**src/rtl/uart_rx_param.sv**
```systemverilog
// Parameterised UART receiver: 2-flop synchroniser, mid-bit sampling,
// optional even/odd parity, 1 or 2 stop bits, one-cycle frame-complete strobe.
module uart_rx_param #(
    parameter int unsigned CLKS_PER_BIT = 217,
    parameter int unsigned DATA_BITS    = 8,
    parameter int unsigned PARITY       = 0,
    parameter int unsigned STOP_BITS    = 1
) (
    input  logic                 i_Clock,
    input  logic                 i_Rst_L,
    input  logic                 i_RX_Serial,
    output logic                 o_RX_DV,
    output logic [DATA_BITS-1:0] o_RX_Byte,
    output logic                 o_Parity_Err,
    output logic                 o_Frame_Err,
    output logic                 o_RX_Active
);

    localparam int unsigned CNT_W = $clog2(CLKS_PER_BIT) + 1;
    localparam int unsigned IDX_W = $clog2(DATA_BITS);

    // Counter value on which a full bit period has elapsed since the previous sample.
    localparam logic [CNT_W-1:0] BIT_LAST  = CNT_W'(CLKS_PER_BIT - 1);
    // Start bit is sampled (CLKS_PER_BIT-1)/2 clocks after entering START.
    localparam logic [CNT_W-1:0] HALF_LAST = CNT_W'((CLKS_PER_BIT - 1) / 2 - 1);
    localparam logic [IDX_W-1:0] IDX_LAST  = IDX_W'(DATA_BITS - 1);
    localparam logic             STOP_LAST = 1'(STOP_BITS - 1);

    typedef enum logic [2:0] {
        S_IDLE,
        S_START,
        S_DATA,
        S_PARITY,
        S_STOP,
        S_CLEANUP
    } state_t;

    state_t               state;
    logic                 rx_meta;
    logic                 rx_sync;
    logic [CNT_W-1:0]     cnt;
    logic [IDX_W-1:0]     bit_idx;
    logic                 stop_idx;
    logic [DATA_BITS-1:0] shift;
    logic                 par_err_q;
    logic                 frm_err_q;

    // Two-flop synchroniser; resets to the idle (high) line level.
    always_ff @(posedge i_Clock or negedge i_Rst_L) begin
        if (!i_Rst_L) begin
            rx_meta <= 1'b1;
            rx_sync <= 1'b1;
        end else begin
            rx_meta <= i_RX_Serial;
            rx_sync <= rx_meta;
        end
    end

    // Receive FSM with baud counter, data shifter, error accumulation and registered outputs.
    always_ff @(posedge i_Clock or negedge i_Rst_L) begin
        if (!i_Rst_L) begin
            state        <= S_IDLE;
            cnt          <= '0;
            bit_idx      <= '0;
            stop_idx     <= 1'b0;
            shift        <= '0;
            par_err_q    <= 1'b0;
            frm_err_q    <= 1'b0;
            o_RX_DV      <= 1'b0;
            o_RX_Byte    <= '0;
            o_Parity_Err <= 1'b0;
            o_Frame_Err  <= 1'b0;
            o_RX_Active  <= 1'b0;
        end else begin
            case (state)
                S_IDLE: begin
                    cnt      <= '0;
                    bit_idx  <= '0;
                    stop_idx <= 1'b0;
                    if (!rx_sync) begin
                        state       <= S_START;
                        o_RX_Active <= 1'b1;
                        par_err_q   <= 1'b0;
                        frm_err_q   <= 1'b0;
                    end
                end
                S_START: begin
                    if (cnt == HALF_LAST) begin
                        cnt <= '0;
                        if (rx_sync) begin
                            // Line back high at mid-start: treat as a glitch.
                            state       <= S_IDLE;
                            o_RX_Active <= 1'b0;
                        end else begin
                            state <= S_DATA;
                        end
                    end else begin
                        cnt <= cnt + CNT_W'(1);
                    end
                end
                S_DATA: begin
                    if (cnt == BIT_LAST) begin
                        cnt   <= '0;
                        shift <= {rx_sync, shift[DATA_BITS-1:1]};
                        if (bit_idx == IDX_LAST) begin
                            bit_idx <= '0;
                            state   <= (PARITY != 0) ? S_PARITY : S_STOP;
                        end else begin
                            bit_idx <= bit_idx + IDX_W'(1);
                        end
                    end else begin
                        cnt <= cnt + CNT_W'(1);
                    end
                end
                S_PARITY: begin
                    if (cnt == BIT_LAST) begin
                        cnt       <= '0;
                        par_err_q <= (PARITY == 1) ? (^shift ^ rx_sync) : ~(^shift ^ rx_sync);
                        state     <= S_STOP;
                    end else begin
                        cnt <= cnt + CNT_W'(1);
                    end
                end
                S_STOP: begin
                    if (cnt == BIT_LAST) begin
                        cnt <= '0;
                        if (!rx_sync) begin
                            frm_err_q <= 1'b1;
                        end
                        if (stop_idx == STOP_LAST) begin
                            state        <= S_CLEANUP;
                            o_RX_DV      <= 1'b1;
                            o_RX_Byte    <= shift;
                            o_Parity_Err <= par_err_q;
                            o_Frame_Err  <= frm_err_q | ~rx_sync;
                        end else begin
                            stop_idx <= stop_idx + 1'b1;
                        end
                    end else begin
                        cnt <= cnt + CNT_W'(1);
                    end
                end
                S_CLEANUP: begin
                    o_RX_DV     <= 1'b0;
                    o_RX_Active <= 1'b0;
                    state       <= S_IDLE;
                end
                default: begin
                    state <= S_IDLE;
                end
            endcase
        end
    end

endmodule
```
**config.mk**
```make
export PLATFORM = sky130hd
export DESIGN_NAME = uart_rx_param
export DESIGN_NICKNAME = d
export VERILOG_FILES = /design/src/rtl/uart_rx_param.sv
export SDC_FILE = /design/constraint.sdc
export NUM_CORES = 1
export LEC_CHECK = 0
export ABC_AREA = 1
export BUFFER_PORTS_ARGS = -buffer_cell sky130_fd_sc_hd__buf_2
export CAP_MARGIN = 20
export CORE_MARGIN = 1
export CORE_UTILIZATION = 55
export CTS_CLUSTER_SIZE = 10
export DETAILED_ROUTE_END_ITERATION = 10
export GPL_TIMING_DRIVEN = 0
export HOLD_SLACK_MARGIN = 0.06
export PLACE_DENSITY_LB_ADDON = 0.15
export SYNTH_ARGS = -nofsm -noshare
export SYNTH_HDL_FRONTEND = slang
export SYNTH_SLANG_ARGS = --single-unit
```
**constraint.sdc**
```tcl
create_clock -name i_Clock -period 4 [get_ports i_Clock]
set_input_delay 0.8 -clock i_Clock [delete_from_list [all_inputs] [get_ports i_Clock]]
set_output_delay 0.8 -clock i_Clock [all_outputs]
set_load 0.1 [all_outputs]
```
# Word-level counts from Yosys, hierarchy flattened
# Index checks and enable logic that the tools add are counted.
# word_totals
out_inout_bits,12
wordCells,87
input_bits,3
regBits,40
# classes
n_reduce_logical,18
n_mux,30
n_addsub,3
n_eq_ne,17
bitwise_logic,5
# op_table
operator,n
$mux 3,9
$pmux 9 s3,1
$mux 9,2
$ne 2x2->1 const B,9
$pmux 3 s5,1
$mux 1,10
$add 9x1->9 const B,1
$eq 3x3->1 const B,3
$eq 9x7->1 const B,1
$eq 9x8->1 const B,1
$reduce_and 3->1,3
$pmux 1 s2,4
$reduce_and 4->1,2
$reduce_bool 2->1,4
$reduce_xor 8->1,1
$reduce_and 7->1,1
$eq 3x2->1 const B,2
$pmux 3 s2,1
$reduce_and 2->1,3
$reduce_bool 3->1,2
$add 3x1->3 const B,1
$eq 3x1->1 const B,1
$logic_not 3->1,1
$not 1->1,3
other kinds (6),6

# Depth between registers and ports, before layout
# Gate-level depths: netlist (run 1).
# depth
depth_word,5
mapped_depth,10
ltp_nobuf,10

# Worst setup path before layout (run 1)
# No wires, ideal clock.
# synth_path
path_kind,register -> output
from,reg o_Frame_Err
to,out o_Frame_Err
path_stages_with_launch,1
path_buffers,0
path_slack_ns,2.302
t_required_ns,3.200
t_arrival_ns,0.898
path_cell_list,dfrtp_1
# synth_rtl
element,line,text
start: declaration,15,"output logic o_Frame_Err,"
start signal: assignment,135,o_Frame_Err <= frm_err_q | ~rx_sync;
# No word-level cell between the ends.

# Worst setup path after layout (run 1)
# layout_path
from,reg o_Frame_Err
to,out o_Frame_Err
# No word-level cell between the ends.

==> results of run 1 <==
==> flip-flops by register name, summed over array words and instances (netlist names) <==
register      count
shift             8
o_RX_DV           1
bit_idx           3
o_Frame_Err       1
state             3
rx_sync           1
o_RX_Active       1
o_RX_Byte         8
frm_err_q         1
rx_meta           1
cnt               9
o_Parity_Err      1
par_err_q         1
==> cells in the mapped netlist, drive strengths merged <==
master	number	area share
nand2	92	0.18
dfrtp	37	0.45
xnor2	1	0.0043
nor3	3	0.0098
o21ai	29	0.095
inv	35	0.065
nor4	1	0.0031
nor2	14	0.035
a21oi	3	0.0073
nand4	2	0.0061
o22ai	1	0.0031
xor2	4	0.017
ha	4	0.024
dfstp	2	0.026
nand3	23	0.056
a21boi	1	0.0037
buf	3	0.016
==> worst min path at each step <==
stage / start / endpoint / slack, ns / cells after the start
after CTS: rx_meta / rx_sync / 0.36 / 0
final: rx_meta / rx_sync / 0.36 / 0
after floorplan: rx_meta / rx_sync / 0.35 / 0
after global routing: rx_meta / rx_sync / 0.36 / 0
after global placement: rx_meta / rx_sync / 0.35 / 0
after detailed placement: rx_meta / rx_sync / 0.35 / 0
==> per-layer routing <==
layer  track usage  routed length, microns
met1         0.304                    1850
met2         0.360                    1780
met4        0.0785                      56
met3        0.0688                     215
met5             0                       0
==> final cells by class <==
class	count	area (sq um)
Multi-Input combinational cell	178	906
Buffer	3	33.8
Sequential cell	39	978
Inverter	35	134
Clock buffer	6	82.6
Timing Repair Buffer	14	70.1
Clock inverter	2	35.0
Tap cell	46	57.6
Fill cell	292	1140
==> cell families after synthesis <==
logic type                 Yosys count  share of synthesized area
and+or+nand+nor                    135                      0.287
xor gates and xnor gates             5                     0.0213
adders and majority gates            4                     0.0244
buffers and inverters               38                     0.0817
DFF                                 39                      0.477
AOI/OAI and AO/OA                   34                      0.109
==> placed cells by master (no fill, tap or decap), drive strengths merged <==
| master | netlist | layout |
|---|---|---|
| nand2 | 92 | 92 |
| dfrtp | 37 | 37 |
| inv | 35 | 35 |
| o21ai | 29 | 29 |
| nand3 | 23 | 23 |
| buf | 3 | 17 |
| nor2 | 14 | 14 |
| clkbuf | 0 | 6 |
| xor2 | 4 | 4 |
| ha | 4 | 4 |
| a21oi | 3 | 3 |
| nor3 | 3 | 3 |
| nand4 | 2 | 2 |
| dfstp | 2 | 2 |
| xnor2 | 1 | 1 |
| nor4 | 1 | 1 |
| o22ai | 1 | 1 |
| a21boi | 1 | 1 |
| bufinv | 0 | 1 |
| clkinv | 0 | 1 |
==> where the power goes <==
group          internal (uW)  total (uW)  switching, uW  leakage, uW
sequential               396         397          0.600     0.000518
combinational           1.60        10.9           9.29     0.000591
clock                    202         333            132    0.0000612
==> metrics by stage <==
stage | cell area [sq um] | instances | util | hold slack [ns]
after CTS | 2300 | 323 | 0.667 | 0.358
after floorplan | 2050 | 255 | - | 0.345
after global placement | 2180 | 315 | 0.633 | 0.345
after global routing | 2300 | 323 | 0.667 | 0.364
after detailed placement | 2180 | 315 | 0.633 | 0.347
final | 2300 | 323 | 0.667 | 0.356
==> worst reg2reg max path: cells and delay by family (launching register included) <==
family	cells	cell delay (ns)
adders and majority gates	1	0.17
DFF	1	0.40
and+or+nand+nor	5	0.68
buffers and inverters	2	0.29
==> run metrics, run 1 <==
# Post-CTS Setup Buffers 0; WL final 3900 microns; DRC viols 0; Worst Skew between 0.006 and 0.007 ns; antenna violations before repair 0; CP max FO 2; clock buffers created by TritonCTS 5; global-route wire length before repair about 7000 microns; CP max stage cell buf_2; RR Startpoint cnt[0]; Critical Path Sink o_Frame_Err; number of antenna repair diodes 0; crit path capture type output port; final hold violations 0; f_max roughly 530 MHz; final weighted congestion in routability-driven placement between 0.8 and 0.9; largest net degree at the start of global routing 40; post-route ant nets 0; CP Class reg2out; min-delay worst type reg2reg; setup_tns 0 ns; die height between 60 and 70 microns; crit start category flip-flop; Post-Synthesis Cells 255; Max transition margin 0.428; measured slew at the worst slew-check pin between 0.8 and 0.9 ns; vias in the first global route between 1500 and 2000; P_leak about 0.0012 uW; CP cell instances buf_2; Reg2Reg Setup Slack about 2.4 ns; Via density slightly above 5; routed wire length per instance about 12 microns; pwr/cell area around 320 nW/um^2; RSZ-0062 raised after global routing false; clock insertion delay at the later pin of the skew report 0.29 ns; Tot Pwr ~740 uW; WP depth 1; post-CTS sizing 0; register area share after synthesis 0.477; Final nets between 200 and 300; CTS Buffer Depth 2; I/O pin count 15; R2R cell count 8; ratio of cells with drive above 1 in the final layout 0.199; critical path data arrival time approximately 1.1 ns; reg2reg end bit_idx[2]; Setup WS post-layout between 2 and 2.5 ns; Max H-tree Level 2; PortBufs 14; post-DP HPWL between 2000 and 3000 microns; Root Buffer clkbuf_8; clk sinks 39; required time of the worst setup path approximately 3.2 ns; Initial Util 0.596; Critical Path Start o_Frame_Err; Slew Limit Fails 0; fin crit share 0.475; die width ~63 microns; net count after synthesis between 200 and 300; die area approximately 4000 sq um; CP peak stage delay 0.44 ns; drt first-iter violations 149; Max VDD drop just over 0.0002 V; All-Layer GR Usage 0.231; Rows 21; core area 3440 sq um; status finished clean; post-synth cell types 28; P&R area growth vs syn 12.0%; CTS tree built; GR Overflow Total 0; final setup fails 0; clock slew at reported path FFs around 0.07 ns; Mean Syn Cell Area ~8 sq um; delay-heaviest family, CP buffers and inverters; max-cap viol count 0; Vias approximately 1700; Post-Synthesis Cell Area approximately 2000 sq um; fin crit period roughly 1.9 ns; First-pass DRT Iterations 4; Synth Register Bits 39; Crit path buffers/inverters 1; Setup WS pre-CTS 2.39 ns; Yosys warning count 0; CTS hold repair buffers 0
Note: power is estimated with default switching activity, not from simulation.
==> run 2: changes to the inputs <==
--- a/config.mk
+++ b/config.mk
@@ -9,7 +9,7 @@
 export BUFFER_PORTS_ARGS = -buffer_cell sky130_fd_sc_hd__buf_2
 export CAP_MARGIN = 20
 export CORE_MARGIN = 1
-export CORE_UTILIZATION = 55
+export CORE_UTILIZATION = 53
 export CTS_CLUSTER_SIZE = 10
 export DETAILED_ROUTE_END_ITERATION = 10
 export GPL_TIMING_DRIVEN = 0
==> constraint.sdc (replaced) <==
create_clock -name i_Clock -period 1.7 [get_ports i_Clock]
set_input_delay 0.34 -clock i_Clock [delete_from_list [all_inputs] [get_ports i_Clock]]
set_output_delay 0.34 -clock i_Clock [all_outputs]
set_load 0.1 [all_outputs]
==> run 2 against run 1 <==
Net effect:
- sequential cell count did not move
- setup slack got worse by 2.0 ns
- critical path depth increased by 7
- global-route usage is 1.1 points lower
- sequential share of layout area fell by 0.66 points
- routed wire length grew 1.1%
- combinational power increased by 130%
- worst hold slack got worse by 0.21 ns
- clock skew increased by 0.0012 ns
- register-to-register slack worse by 2.3 ns
==> run metrics, run 2 (synthesis gave the netlist of run 1 again) <==
FF/Latch Area 978 sq um (unchanged); Via density 5.06 (-1.2%); post-DP HPWL 2870 microns (+0.45%); Max VDD drop 0.000422 V (+100%); clock slew at reported path FFs 0.08 ns (about the same); number of antenna repair diodes 0 (unchanged); clock insertion delay at the later pin of the skew report 0.29 ns (about the same); crit start category flip-flop; I/O pin count 15 (unchanged); Worst Skew 0.00807 ns (+0.00122 ns); die width 64.2 microns (+1.8%); Max transition margin 0.434 (+0.00669); global-route wire length before repair 6780 microns (-2.9%); CP max stage cell dfrtp_1; commonest non-fill, non-tap cells in the layout nand2_1 (87), dfrtp_1 (37), inv_1 (28); clock buffers created by TritonCTS 5 (unchanged); max FFs per register 9 (unchanged); routed wire length per instance 12.0 microns (-0.77%); fillers 340 (+16%); Final nets 287 (+1.4%); min-delay worst type in2async; vias in the first global route 1514 (-3.3%); die area 4120 sq um (+3.6%); core area 3690 sq um (+7.2%); CTS Buffer Depth 2 (unchanged); post-layout instance area 2330 sq um (+1.6%); CP Class reg2reg; critical path data arrival time 1.79 ns (+0.69 ns); Multi-input gate area 925 sq um (+2.1%); WL final 3940 microns (+1.1%); Hold WS 0.149 ns (-0.207 ns); largest net degree at the start of global routing 40 (unchanged); max-cap viol count 0 (unchanged); Slew Limit Fails 0 (unchanged); final core utilization 0.633 (-0.0348); PortBufs 14 (unchanged); fin crit share 0.945; GR Overflow Total 0 (unchanged); Vias 1664 (+0.67%); CP cell instances inv_2 > ha_4 > nand4_1 > nor3_4 > nand2_4 > buf_4 > nand2_1 > o21ai_2; DRC viols 0 (unchanged); measured slew at the worst slew-check pin 0.848 ns (-0.0100 ns); antenna violations before repair 0 (unchanged); delay-heaviest family, CP simple AND/OR/NAND/NOR gates; final setup fails 0 (unchanged); CP max FO 8 (+6); final hold violations 0 (unchanged); ratio of cells with drive above 1 in the final layout 0.214 (+0.0150); status finished clean; Rows 22 (+4.8%); biggest regs cnt (9), o_RX_Byte (8), shift (8); P_leak 0.00120 uW (+2.4%); crit path capture type flip-flop; CTS hold repair buffers 0 (unchanged); Crit path buffers/inverters 2 (+1); Reg2Reg Setup Slack 0.09 ns (-2.27 ns); pwr/cell area 668 nW/um^2 (+110%); most common cell after layout, fill and taps aside nand2_1; die height 64.2 microns (+1.8%); CTS tree built; clk sinks 39 (unchanged); Root Buffer clkbuf_8; f_max 623 MHz; Area after DPL 2180 sq um (+0.11%); required time of the worst setup path 1.88 ns (-1.32 ns); fin crit period around 1.6 ns; CP peak stage delay 0.41 ns (-0.03 ns); Initial Util 0.556 (-0.0398); P&R area growth vs syn 13.7%; Largest Register cnt; final weighted congestion in routability-driven placement 0.882 (+4.3%); Max H-tree Level 2 (unchanged); All-Layer GR Usage 0.219 (-0.0113); First-pass DRT Iterations 4 (unchanged); drt first-iter violations 149 (unchanged); post-route ant nets 0 (unchanged)
[run 2: cell count changes in the layout (fill, tap and decap cells not counted), moves of 2 or more]
cell	previous run	this run
inv_2	4	6
buf_4	1	4
inv_1	30	28
clkbuf_1	0	2
[run 2: repair_timing]
action / CTS / global route
buffers inserted: 0 / 3
endpoints found under the setup margin: 0 / 6
gates resized for setup: 0 / 6
[run 2: final timing paths]
kind | from | to | cells past startpoint
setup reg to reg | cnt[0] | shift[4] | 8
min in group i_Clock | i_RX_Serial | rx_meta | 1
hold reg to reg | rx_meta | rx_sync | 0
setup / recovery | cnt[0] | shift[4] | 8
hold / removal | i_Rst_L | cnt[1] | 1
max in group asynchronous | i_Rst_L | shift[0] | 1
[run 2: area by class of cell]
cell class / count / share of cell area
plain buffers: 3 / 0.0161
clock buffers: 7 / 0.0327
clock inverters: 1 / 0.00214
inverters: 35 / 0.0574
multi-input cells: 178 / 0.396
flip-flops and latches: 39 / 0.419
well taps: 48 / 0.0257
repair buffers: 18 / 0.0504
[run 2: report_power, final]
group	total, uW	internal (uW)	switching [uW]
clock	600	288	312
combinational	25.3	3.78	21.5
sequential	933	932	1.24
total	1560	1220	335
[run 2: stage by stage]
| stage | instances | setup TNS [ns] | power [uW] | setup slack [ns] |
|---|---|---|---|---|
| 6_report | 329 | 0 | 1560 | 0.0943 |
| 5_1_grt | 329 | -0.00712 | 1620 | -0.00712 |
| 2_1_floorplan | 255 | 0 | 956 | 0.269 |
| 4_1_cts | 325 | 0 | 1580 | 0.0447 |
| 3_5_place_dp | 317 | 0 | 978 | 0.0685 |
| 3_3_place_gp | 317 | 0 | 977 | 0.119 |
[run 2: layer usage]
| layer | GRT usage | routed length (microns) | up-vias |
|---|---|---|---|
| li1 | - | - | 857 |
| met1 | 0.310 | 1840 | 756 |
| met2 | 0.319 | 1820 | 46 |
| met3 | 0.0589 | 216 | 5 |
| met4 | 0.0861 | 56 | 0 |
| met5 | 0 | 0 | - |
==> run 3: changes to the inputs <==
--- a/config.mk
+++ b/config.mk
@@ -8,8 +8,10 @@
 export ABC_AREA = 1
 export BUFFER_PORTS_ARGS = -buffer_cell sky130_fd_sc_hd__buf_2
 export CAP_MARGIN = 20
+export CELL_PAD_IN_SITES_DETAIL_PLACEMENT = 1
+export CELL_PAD_IN_SITES_GLOBAL_PLACEMENT = 1
 export CORE_MARGIN = 1
-export CORE_UTILIZATION = 53
+export CORE_UTILIZATION = 44
 export CTS_CLUSTER_SIZE = 10
 export DETAILED_ROUTE_END_ITERATION = 10
 export GPL_TIMING_DRIVEN = 0
==> constraint.sdc (replaced) <==
create_clock -name i_Clock -period 1.5 [get_ports i_Clock]
set_input_delay 0.3 -clock i_Clock [delete_from_list [all_inputs] [get_ports i_Clock]]
set_output_delay 0.3 -clock i_Clock [all_outputs]
set_load 0.1 [all_outputs]
==> run 3 against run 2 <==
Net effect:
- the run now ends with negative setup slack left
- power increased by 26%
- register-to-register slack got worse by 0.13 ns
- clock power increased by 47%
- critical path depth increased by 2
- sequential cell count unchanged
- die area increased by 20%
- core utilization decreased by 0.59 points
- setup slack got worse by 0.13 ns
- routed wire length increased by 45%
- global-route usage increased by 1.8 points
- fmax increased by 4.4%
- sequential power increased by 14%
==> run metrics, run 3 (synthesis gave the netlist of run 1 again) <==
drt first-iter violations 60 (-60%); die area 4940 sq um (+20%); Rows 24 (+9.1%); clock network fraction of total power 0.448 (+0.063); routed wire length per instance 16.6 microns (+38%); fin crit share 1.03 (+0.0808); crit path capture type flip-flop; CTS Buffer Depth 2 (unchanged); RR Startpoint cnt[1]; fin crit period 1.54 ns (-0.0677 ns); Area after DPL 2190 sq um (+0.23%); Slew Limit Fails 0 (unchanged); Hold WS 0.0990 ns (-0.0500 ns); CTS hold repair buffers 0 (unchanged); CTS tree built; WHS Endpoint rx_meta; All-Layer GR Usage 0.237 (+0.0177); core area 4410 sq um (+20%); placed insts 321 (+1.3%); P_leak 0.00131 uW (+9.7%); Setup WS post-layout -0.0380 ns (-0.132 ns); crit start category flip-flop; final weighted congestion in routability-driven placement 0.848 (-3.8%); final setup fails 17 (+17); max-cap viol count 0 (unchanged); post-DP HPWL 3420 microns (+19%); sequential share of power 0.536 (-0.063); WL final 5700 microns (+45%); Max VDD drop 0.000444 V (+5.4%); post-route ant nets 0 (unchanged); ratio of cells with drive above 1 in the final layout 0.425 (+0.211); I/O pin count 15 (unchanged); Initial Util 0.465 (-0.0915); post-layout instance area 2770 sq um (+19%); final hold violations 0 (unchanged); largest net degree at the start of global routing 40 (unchanged); RSZ-0062 raised after global routing true; commonest non-fill, non-tap cells in the layout nand2_1 (60), dfrtp_1 (36), inv_1 (26); GR Overflow Total 0 (unchanged); clock slew at reported path FFs 0.08 ns (about the same); Tot Pwr 1970 uW (+26%); Worst path most repeated cell nand2_2; P&R area growth vs syn 34.8%; final core utilization 0.627 (-0.00593); critical path data arrival time 1.71 ns (-0.08 ns); clock buffers created by TritonCTS 5 (unchanged); antenna violations before repair 0 (unchanged); number of antenna repair diodes 0 (unchanged); Via density 5.31 (+5.1%); measured slew at the worst slew-check pin 0.886 ns (+0.0376 ns); Largest Register cnt; Crit path buffers/inverters 2 (unchanged); clock insertion delay at the later pin of the skew report 0.30 ns (about the same); Reg2Reg Setup Slack -0.04 ns (-0.13 ns); pwr/cell area 712 nW/um^2 (+6.7%); required time of the worst setup path 1.67 ns (-0.21 ns); global-route wire length before repair 9130 microns (+35%); DRC viols 0 (unchanged); CP cell instances inv_2 > ha_4 > nand2_2 > nor2_2 > nand2_2 > buf_6 > nand2_4 > nand2_8 > nand3_1 > o21ai_0; fin cells 344 (+4.6%); Net Sw Power 413 uW (+23%); PortBufs 14 (unchanged); max FFs per register 9 (unchanged); CP max stage cell dfrtp_1; vias in the first global route 1922 (+27%); Max transition margin 0.409 (-0.0251); Internal Power 1560 uW (+27%); Final nets 298 (+3.8%); First-pass DRT Iterations 4 (unchanged); CP peak stage delay 0.41 ns (about the same); Net Sw Frac 0.210 (-0.00549); CP Class reg2reg; reg2reg end cnt[5]; CP max FO 7 (-1); failing checks negative setup slack; hold depth 1; status finished with violations; Worst Skew 0.00516 ns (-0.00291 ns); clk sinks 39 (unchanged); WP depth 10 (+2); Gate power share 0.016 (about the same); delay-heaviest family, CP simple AND/OR/NAND/NOR gates; Max H-tree Level 2 (unchanged); most common cell after layout, fill and taps aside nand2_1; f_max 650 MHz (+4.4%); die width 70.3 microns (+9.5%); R2R cell count 10 (+2); Root Buffer clkbuf_8; Vias 1828 (+9.9%); Hold Startpoint i_RX_Serial; biggest regs cnt (9), o_RX_Byte (8), shift (8); min-delay worst type in2reg; die height 70.3 microns (+9.5%)
run 3: cell count changes in the layout (fill, tap and decap cells not counted), sizes merged:
cell | previous run | this run
buf | 20 | 31
bufinv | 0 | 1
clkinv | 1 | 0
run 3: final cells by class:
| class | instances | area, sq um |
|---|---|---|
| Clock inverter | 1 | 30.0 |
| Buffer | 3 | 42.5 |
| Clock buffer | 7 | 76.3 |
| Inverter | 35 | 139 |
| Timing Repair Buffer | 29 | 239 |
| Tap cell | 52 | 65.1 |
| Multi-Input combinational cell | 178 | 1190 |
| Sequential cell | 39 | 980 |
| Fill cell | 522 | 1650 |
run 3: metal layers:
layer / share of wire / up-vias / global-route usage
met5: 0 / - / 0
met4: 0.016 / 0 / 0.0644
met3: 0.026 / 7 / 0.0476
met2: 0.52 / 25 / 0.383
met1: 0.44 / 914 / 0.323
li1: - / 882 / -
run 3: repair_timing:
item                                    CTS  global route
endpoints found under the setup margin   29            36
setup buffers                            13             4
gates cloned                              1             1
resized for setup                        20            76
pin swaps                                10            16
run 3: how the worst max path moves through the flow:
stage | start | to | slack (ns)
final | cnt[1] | cnt[5] | -0.04
after global routing | cnt[1] | par_err_q | -0.15
after CTS | cnt[1] | shift[2] | -0.04
after detailed placement | cnt[0] | bit_idx[2] | -0.11
after global placement | cnt[0] | bit_idx[2] | -0.09
after floorplan | cnt[0] | bit_idx[0] | 0.07
run 3: metrics by stage:
step | setup TNS [ns] | setup WS, ns
floorplan | 0 | 0.0694
global placement | -0.636 | -0.0896
detailed placement | -1.17 | -0.114
CTS | -0.285 | -0.0403
global route | -3.31 | -0.149
finish | -0.285 | -0.0380
run 3: worst register-to-register path, cell delays in order, from the launching register on:
cell and delay, ns:
dfrtp_1 0.41, inv_2 0.09, ha_4 0.14, nand2_2 0.06
nor2_2 0.13, nand2_2 0.09, buf_6 0.15, nand2_4 0.08
nand2_8 0.09, nand3_1 0.08, o21ai_0 0.10
run 3: power groups by stage:
stage,sequential (uW),combinational [uW],clock [uW]
after floorplan,1080,6.09,0
after global placement,1080,31.5,0
after detailed placement,1080,32.7,0
after CTS,1060,32.6,899
after global routing,1060,37.1,936
final,1060,31.1,883
